--- src/rtl/jk_bank_ctrl_if.sv ---
// Request/response bus for jk_bank_ctrl: two command requesters plus the shared response strobe.
interface jk_bank_ctrl_if #(
    parameter int unsigned IDX_W = 3
);
    logic             req0_valid;
    logic             req0_ready;
    logic [1:0]       req0_op;
    logic [IDX_W-1:0] req0_idx;
    logic             req1_valid;
    logic             req1_ready;
    logic [1:0]       req1_op;
    logic [IDX_W-1:0] req1_idx;
    logic             rsp_valid;
    logic             rsp_id;
    logic             rsp_q;
    logic             rsp_err;

    modport slave (
        input  req0_valid, req0_op, req0_idx,
        input  req1_valid, req1_op, req1_idx,
        output req0_ready, req1_ready,
        output rsp_valid, rsp_id, rsp_q, rsp_err
    );

    modport master (
        output req0_valid, req0_op, req0_idx,
        output req1_valid, req1_op, req1_idx,
        input  req0_ready, req1_ready,
        input  rsp_valid, rsp_id, rsp_q, rsp_err
    );
endinterface

--- src/rtl/jk_bank_ctrl.sv ---
// Round-robin command controller for a bank of reset-less JK flip-flops; clears the bank after
// reset, then drives one-cycle J/K pulses per accepted command and returns the new bit value.
module jk_bank_ctrl #(
    parameter int unsigned WIDTH = 8,
    parameter int unsigned IDX_W = 3
) (
    input  logic             clk,
    input  logic             rst,
    jk_bank_ctrl_if.slave    bus,
    output logic [WIDTH-1:0] jk_j,
    output logic [WIDTH-1:0] jk_k,
    input  logic [WIDTH-1:0] ff_q,
    output logic             busy
);

    typedef enum logic [1:0] {StInit, StIdle, StDrive, StResp} state_e;

    state_e           state_q;
    logic             last_grant_q;
    logic [1:0]       op_q;
    logic [IDX_W-1:0] idx_q;
    logic             id_q;
    logic             err_q;

    logic             grant0;
    logic             grant1;
    logic [1:0]       cmd_op;
    logic [IDX_W-1:0] cmd_idx;
    logic [WIDTH-1:0] sel;

    // When both are valid, the side that did not win last time gets the grant.
    always_comb begin
        grant0  = bus.req0_valid && (!bus.req1_valid || last_grant_q);
        grant1  = bus.req1_valid && (!bus.req0_valid || !last_grant_q);
        cmd_op  = grant1 ? bus.req1_op  : bus.req0_op;
        cmd_idx = grant1 ? bus.req1_idx : bus.req0_idx;
        bus.req0_ready = (state_q == StIdle) && grant0;
        bus.req1_ready = (state_q == StIdle) && grant1;
    end

    always_ff @(posedge clk or posedge rst) begin
        if (rst) begin
            state_q      <= StInit;
            last_grant_q <= 1'b1;
            op_q         <= 2'b00;
            idx_q        <= '0;
            id_q         <= 1'b0;
            err_q        <= 1'b0;
        end else begin
            unique case (state_q)
                StInit: state_q <= StIdle;
                StIdle: begin
                    if (grant0 || grant1) begin
                        op_q         <= cmd_op;
                        idx_q        <= cmd_idx;
                        id_q         <= grant1;
                        err_q        <= (32'(cmd_idx) >= WIDTH);
                        last_grant_q <= grant1;
                        state_q      <= StDrive;
                    end
                end
                StDrive: state_q <= StResp;
                StResp:  state_q <= StIdle;
                default: state_q <= StInit;
            endcase
        end
    end

    // One-hot of the captured target bit; empty for out-of-range indices.
    always_comb begin
        sel  = err_q ? '0 : (WIDTH'(1) << idx_q);
        jk_j = '0;
        jk_k = '0;
        if (!rst) begin
            if (state_q == StInit) begin
                jk_k = '1;
            end else if (state_q == StDrive) begin
                jk_j = op_q[1] ? sel : '0;
                jk_k = op_q[0] ? sel : '0;
            end
        end
    end

    always_comb begin
        bus.rsp_valid = (state_q == StResp);
        bus.rsp_id    = bus.rsp_valid && id_q;
        bus.rsp_q     = bus.rsp_valid && (|(ff_q & sel));
        bus.rsp_err   = bus.rsp_valid && err_q;
        busy          = (state_q != StIdle);
    end

endmodule
--- src/flat_wrapper.sv ---
// flat-port wrapper written by rule: the top's interface ports become plain ports
module jk_bank_ctrl_flat 
#(
    parameter int unsigned WIDTH = 8,
    parameter int unsigned IDX_W = 3
)
  (clk, rst, jk_j, jk_k, ff_q, busy, bus_req0_valid, bus_req0_op, bus_req0_idx, bus_req1_valid, bus_req1_op, bus_req1_idx, bus_req0_ready, bus_req1_ready, bus_rsp_valid, bus_rsp_id, bus_rsp_q, bus_rsp_err);
  jk_bank_ctrl_if #(.IDX_W(IDX_W)) bus_i ();
  input  logic clk;
  input  logic rst;
  output logic [WIDTH-1:0] jk_j;
  output logic [WIDTH-1:0] jk_k;
  input  logic [WIDTH-1:0] ff_q;
  output logic busy;
  input wire logic [$bits(bus_i.req0_valid)-1:0] bus_req0_valid;
  input wire logic [$bits(bus_i.req0_op)-1:0] bus_req0_op;
  input wire logic [$bits(bus_i.req0_idx)-1:0] bus_req0_idx;
  input wire logic [$bits(bus_i.req1_valid)-1:0] bus_req1_valid;
  input wire logic [$bits(bus_i.req1_op)-1:0] bus_req1_op;
  input wire logic [$bits(bus_i.req1_idx)-1:0] bus_req1_idx;
  output wire logic [$bits(bus_i.req0_ready)-1:0] bus_req0_ready;
  output wire logic [$bits(bus_i.req1_ready)-1:0] bus_req1_ready;
  output wire logic [$bits(bus_i.rsp_valid)-1:0] bus_rsp_valid;
  output wire logic [$bits(bus_i.rsp_id)-1:0] bus_rsp_id;
  output wire logic [$bits(bus_i.rsp_q)-1:0] bus_rsp_q;
  output wire logic [$bits(bus_i.rsp_err)-1:0] bus_rsp_err;
  assign bus_i.req0_valid = bus_req0_valid;
  assign bus_i.req0_op = bus_req0_op;
  assign bus_i.req0_idx = bus_req0_idx;
  assign bus_i.req1_valid = bus_req1_valid;
  assign bus_i.req1_op = bus_req1_op;
  assign bus_i.req1_idx = bus_req1_idx;
  assign bus_req0_ready = bus_i.req0_ready;
  assign bus_req1_ready = bus_i.req1_ready;
  assign bus_rsp_valid = bus_i.rsp_valid;
  assign bus_rsp_id = bus_i.rsp_id;
  assign bus_rsp_q = bus_i.rsp_q;
  assign bus_rsp_err = bus_i.rsp_err;
  jk_bank_ctrl #(.WIDTH(WIDTH), .IDX_W(IDX_W)) u_core (.clk(clk), .rst(rst), .bus(bus_i), .jk_j(jk_j), .jk_k(jk_k), .ff_q(ff_q), .busy(busy));
endmodule
--- config.mk ---
export PLATFORM = sky130hd
export DESIGN_NAME = jk_bank_ctrl_flat
export DESIGN_NICKNAME = d
export VERILOG_FILES = /design/src/rtl/jk_bank_ctrl_if.sv /design/src/rtl/jk_bank_ctrl.sv /design/src/flat_wrapper.sv
export SDC_FILE = /design/constraint.sdc
export NUM_CORES = 1
export LEC_CHECK = 0
export ABC_AREA = 1
export CAP_MARGIN = 10
export CORE_MARGIN = 2
export CORE_UTILIZATION = 30
export CTS_CLUSTER_DIAMETER = 50
export DETAILED_ROUTE_END_ITERATION = 16
export SETUP_SLACK_MARGIN = 0.02
export SLEW_MARGIN = 20
export SYNTH_ARGS = -nofsm -noshare
export SYNTH_HDL_FRONTEND = slang
export SYNTH_SLANG_ARGS = --single-unit
--- constraint.sdc ---
create_clock -name clk -period 2.4 [get_ports clk]
set_input_delay 0.48 -clock clk [delete_from_list [all_inputs] [get_ports clk]]
set_output_delay 0.48 -clock clk [all_outputs]
set_load 0.02 [all_outputs]
==> results.sh <==
export IMPL_worst_hold_path_endpoint="u_core.id_q"
export IMPL_finalWirelength_mm=2.45
export IMPL_die_y_um=57.3
export IMPL_multi_input_combinational_cell_area_um2=484
export IMPL_tritoncts="built"
export IMPL_cp_startpoint="u_core.state_q[0]"
export IMPL_finalWeightedCongestion=0.807
export IMPL_seq_area_frac_synth_pct=26.6
export IMPL_critical_path_top_delay_family="buffers and inverters"
export IMPL_worst_r2r_cell_count=7
export IMPL_timing_critical_path_fanout_max=4
export IMPL_synth_largest_type_area_fraction_pct=23.5
export IMPL_ctsHtreeMaxLevel=1
export IMPL_placed_cells_incl_taps=201
export IMPL_crit_type="reg2out"
export IMPL_syn_area_um2=851
export IMPL_place_worst_setup_slack_ns=-0.128
export IMPL_routedWlPerCell_um=12.0
export IMPL_drt_iter0_drc=25
export IMPL_seqPwrFrac_pct=25.6
export IMPL_report_final_slew_viol_count=0
export IMPL_worst_skew_pair_later_pin_latency_ns=0.26
export IMPL_power_density_mw_per_mm2=964
export IMPL_routed_via_density=4.94
export IMPL_share_clk_of_total_power_pct=9.5
export IMPL_critical_path_slowest_cell="sky130_fd_sc_hd__clkdlybuf4s50_1"
export IMPL_timing_critical_path_buf_inv=3
export IMPL_drcViolationCount=0
export IMPL_cts_hold_repair_buffers=0
export IMPL_setup_worst_path_end_class="output pin"
export IMPL_first_global_vias=975
export IMPL_setup_reg_to_reg_worst_slack_ns=1.00
export IMPL_run_status="finished, final reports clean"
export IMPL_setup_viol_count_final=0
export IMPL_synthCells=123
export IMPL_synth_top_cells_by_area="sky130_fd_sc_hd__dfrtp_1, sky130_fd_sc_hd__nand2_1, sky130_fd_sc_hd__nand4_1"
export IMPL_leakagePower_nw=0.661
export IMPL_internal_power_mw=0.605
export IMPL_detail_route_antenna_nets=0
export IMPL_final_worst_slack_ns=0.135
export IMPL_vias=1012
export IMPL_detailedRoute_firstPassIterationCount=4
export IMPL_fillerInstances=290
export IMPL_seq_area_um2=228
export IMPL_finish_net_count=202
export IMPL_yosys_register_bits=9
export IMPL_place_port_buffers=43
export IMPL_core_area_mm2=0.00273
export IMPL_netlist_cell_type_count=21
export IMPL_startpoint_type="flip-flop"
export IMPL_row_count=19
export IMPL_grt_start_max_net_pins=15
export IMPL_ys_warn_count=0
export IMPL_die_width_um=57.3
export IMPL_cp_required_ns=1.92
export IMPL_area_delta_synth_final_pct=52.9
export IMPL_post_synth_top_area_cell="sky130_fd_sc_hd__dfrtp_1"
export IMPL_final_hold_viol_count=0
export IMPL_worst_hold_path_startpoint="u_core.id_q"
export IMPL_place_detailed_hpwl_mm=1.90
export IMPL_unrepaired_setup_endpoints_after_global_routing="no"
export IMPL_post_synth_cell_area_avg_um2=6.92
export IMPL_minimum_clock_period_ns=2.27
export IMPL_timing_fmax_mhz=441
export IMPL_r2r_end="u_core.idx_q[1]"
export IMPL_clock_tree_root_cell="sky130_fd_sc_hd__clkbuf_4"
export IMPL_comb_power_share_pct=64.9
export IMPL_layout_commonest_cell="sky130_fd_sc_hd__nand2_1"
export IMPL_boundaryPins=45
export IMPL_timing_max_cap_violations=0
export IMPL_layout_worst_path_cycle_share_pct=94.4
export IMPL_mostFrequentLayoutCells="sky130_fd_sc_hd__nand2_1, sky130_fd_sc_hd__clkdlybuf4s50_1, sky130_fd_sc_hd__inv_1, sky130_fd_sc_hd__clkbuf_2, sky130_fd_sc_hd__nand4_1"
export IMPL_postSynthNetCount=150
export IMPL_cts_setup_buffers=0
export IMPL_design_die_area_mm2=0.00328
export IMPL_diodes=0
export IMPL_fin_worst_skew_ns=0.00101
export IMPL_hold_path_class="reg2reg"
export IMPL_hold_path_depth=2
export IMPL_slowest_delay_ns=0.63
export IMPL_tritoncts_num_sinks=9
export IMPL_post_route_cells_drive_above_1_share_pct=20.7
export IMPL_rr_startpoint="u_core.state_q[1]"
export IMPL_grt_antenna_before_repair=0
export IMPL_p_sw_share_pct=51.7
export IMPL_vdd_ir_drop_max_mv=0.579
export IMPL_crit_path_cell_trace="buf_4, ha_1, inv_1, clkdlybuf4s50_1"
export IMPL_number_of_buffers_added_by_the_clock_tree_synthesis_step=3
export IMPL_data_arrival_at_the_endpoint_of_the_critical_path_ns=1.79
export IMPL_grt_remaining_overflow=0
export IMPL_first_pass_grt_wire_length_mm=4.27
export IMPL_p_switching_mw=0.649
export IMPL_final_cells=205
export IMPL_grt_use_total_pct=16.3
export IMPL_clk_pin_slew_worst_paths_ns=0.06
export IMPL_start_util_pct=31.1
export IMPL_cts_root_to_sink_buffers=2
## per-layer routing
| layer | global-route usage (%) | wire length (um) | part of all wire (%) | vias up |
|---|---|---|---|---|
| met3 | 4.08 | 163 | 6.7 | 2 |
| li1 | - | - | - | 515 |
| met1 | 21.1 | 1110 | 45 | 460 |
| met4 | 4.32 | 10 | 0.41 | 0 |
| met2 | 27.3 | 1170 | 48 | 35 |
| met5 | 0 | 0 | 0 | - |
## worst max-delay path by stage
stage | end | slack, ns | cells past startpoint
floorplan | jk_j[0] | 0.22 | 4
global placement | jk_j[4] | -0.1 | 5
detailed placement | jk_j[4] | -0.13 | 5
CTS | jk_j[4] | 0.1 | 6
global route | jk_k[0] | 0.02 | 7
finish | busy | 0.13 | 4
## tightest hold or removal path, delay by kind of cell (launching register included)
family        cells  cell delay [ns]
flops             1             0.35
simple gates      2             0.11
## power groups by stage
stage	clock, mW	sequential (mW)	combinational [mW]
5_1_grt	0.137	0.338	0.913
3_5_place_dp	0	0.316	0.851
2_1_floorplan	0	0.291	0.567
4_1_cts	0.126	0.321	0.822
6_report	0.119	0.321	0.814
3_3_place_gp	0	0.311	0.838
## cell type report
cell class / count / share of cell area (%)
inverters: 21 / 6.06
flip-flops and latches: 9 / 17.5
multi-input cells: 86 / 37.2
well taps: 31 / 2.98
clock inverters: 1 / 0.385
clock buffers: 3 / 1.73
repair buffers: 54 / 34.1
## kinds of logic (layout without fill, tap and decap cells)
group	after synthesis	after routing	synth area share, %
simple gates	60	60	35.4
compound gates	20	20	13.4
buf+inv	28	79	16.8
fa+ha+maj	5	5	7.35
flops	9	9	26.6
other cells	1	1	0.441
## registers in the layout, summed over array words and instances, names as in the netlist
register,cells
u_core.idx_q,3
u_core.op_q,2
u_core.state_q,2
u_core.id_q,1
u_core.last_grant_q,1
## metrics by stage
stage | utilization [%] | instance area, um^2 | power (mW) | hold WS [ns] | TNS (ns)
floorplan | - | 851 | 0.858 | 0.449 | 0
global placement | 49.0 | 1340 | 1.15 | 0.470 | -0.774
detailed placement | 49.0 | 1340 | 1.17 | 0.470 | -0.963
CTS | 49.2 | 1350 | 1.27 | 0.488 | 0
global route | 47.6 | 1300 | 1.39 | 0.553 | 0
finish | 47.6 | 1300 | 1.25 | 0.489 | 0
## synthesized netlist by cell type
cell type                  instances
sky130_fd_sc_hd__nand4_4           1
sky130_fd_sc_hd__o21ai_0           7
sky130_fd_sc_hd__nand4_1          12
sky130_fd_sc_hd__buf_6             3
sky130_fd_sc_hd__nor4_1            8
sky130_fd_sc_hd__or2_2             1
sky130_fd_sc_hd__a21oi_4           1
sky130_fd_sc_hd__o21ai_1           1
sky130_fd_sc_hd__nand3_1           5
sky130_fd_sc_hd__ha_1              5
sky130_fd_sc_hd__dfrtp_1           8
sky130_fd_sc_hd__dfstp_2           1
sky130_fd_sc_hd__conb_1            1
sky130_fd_sc_hd__a211oi_1          1
sky130_fd_sc_hd__inv_1            19
sky130_fd_sc_hd__inv_2             1
sky130_fd_sc_hd__nor2_1            4
sky130_fd_sc_hd__clkinv_1          1
sky130_fd_sc_hd__a21oi_1          10
sky130_fd_sc_hd__nand2_1          29
sky130_fd_sc_hd__buf_4             4
## repair_timing
item	CTS	global route
gates resized for setup	22	37
setup endpoints to repair	19	16
pin swaps	0	0
(Power assumes the default switching activity.)
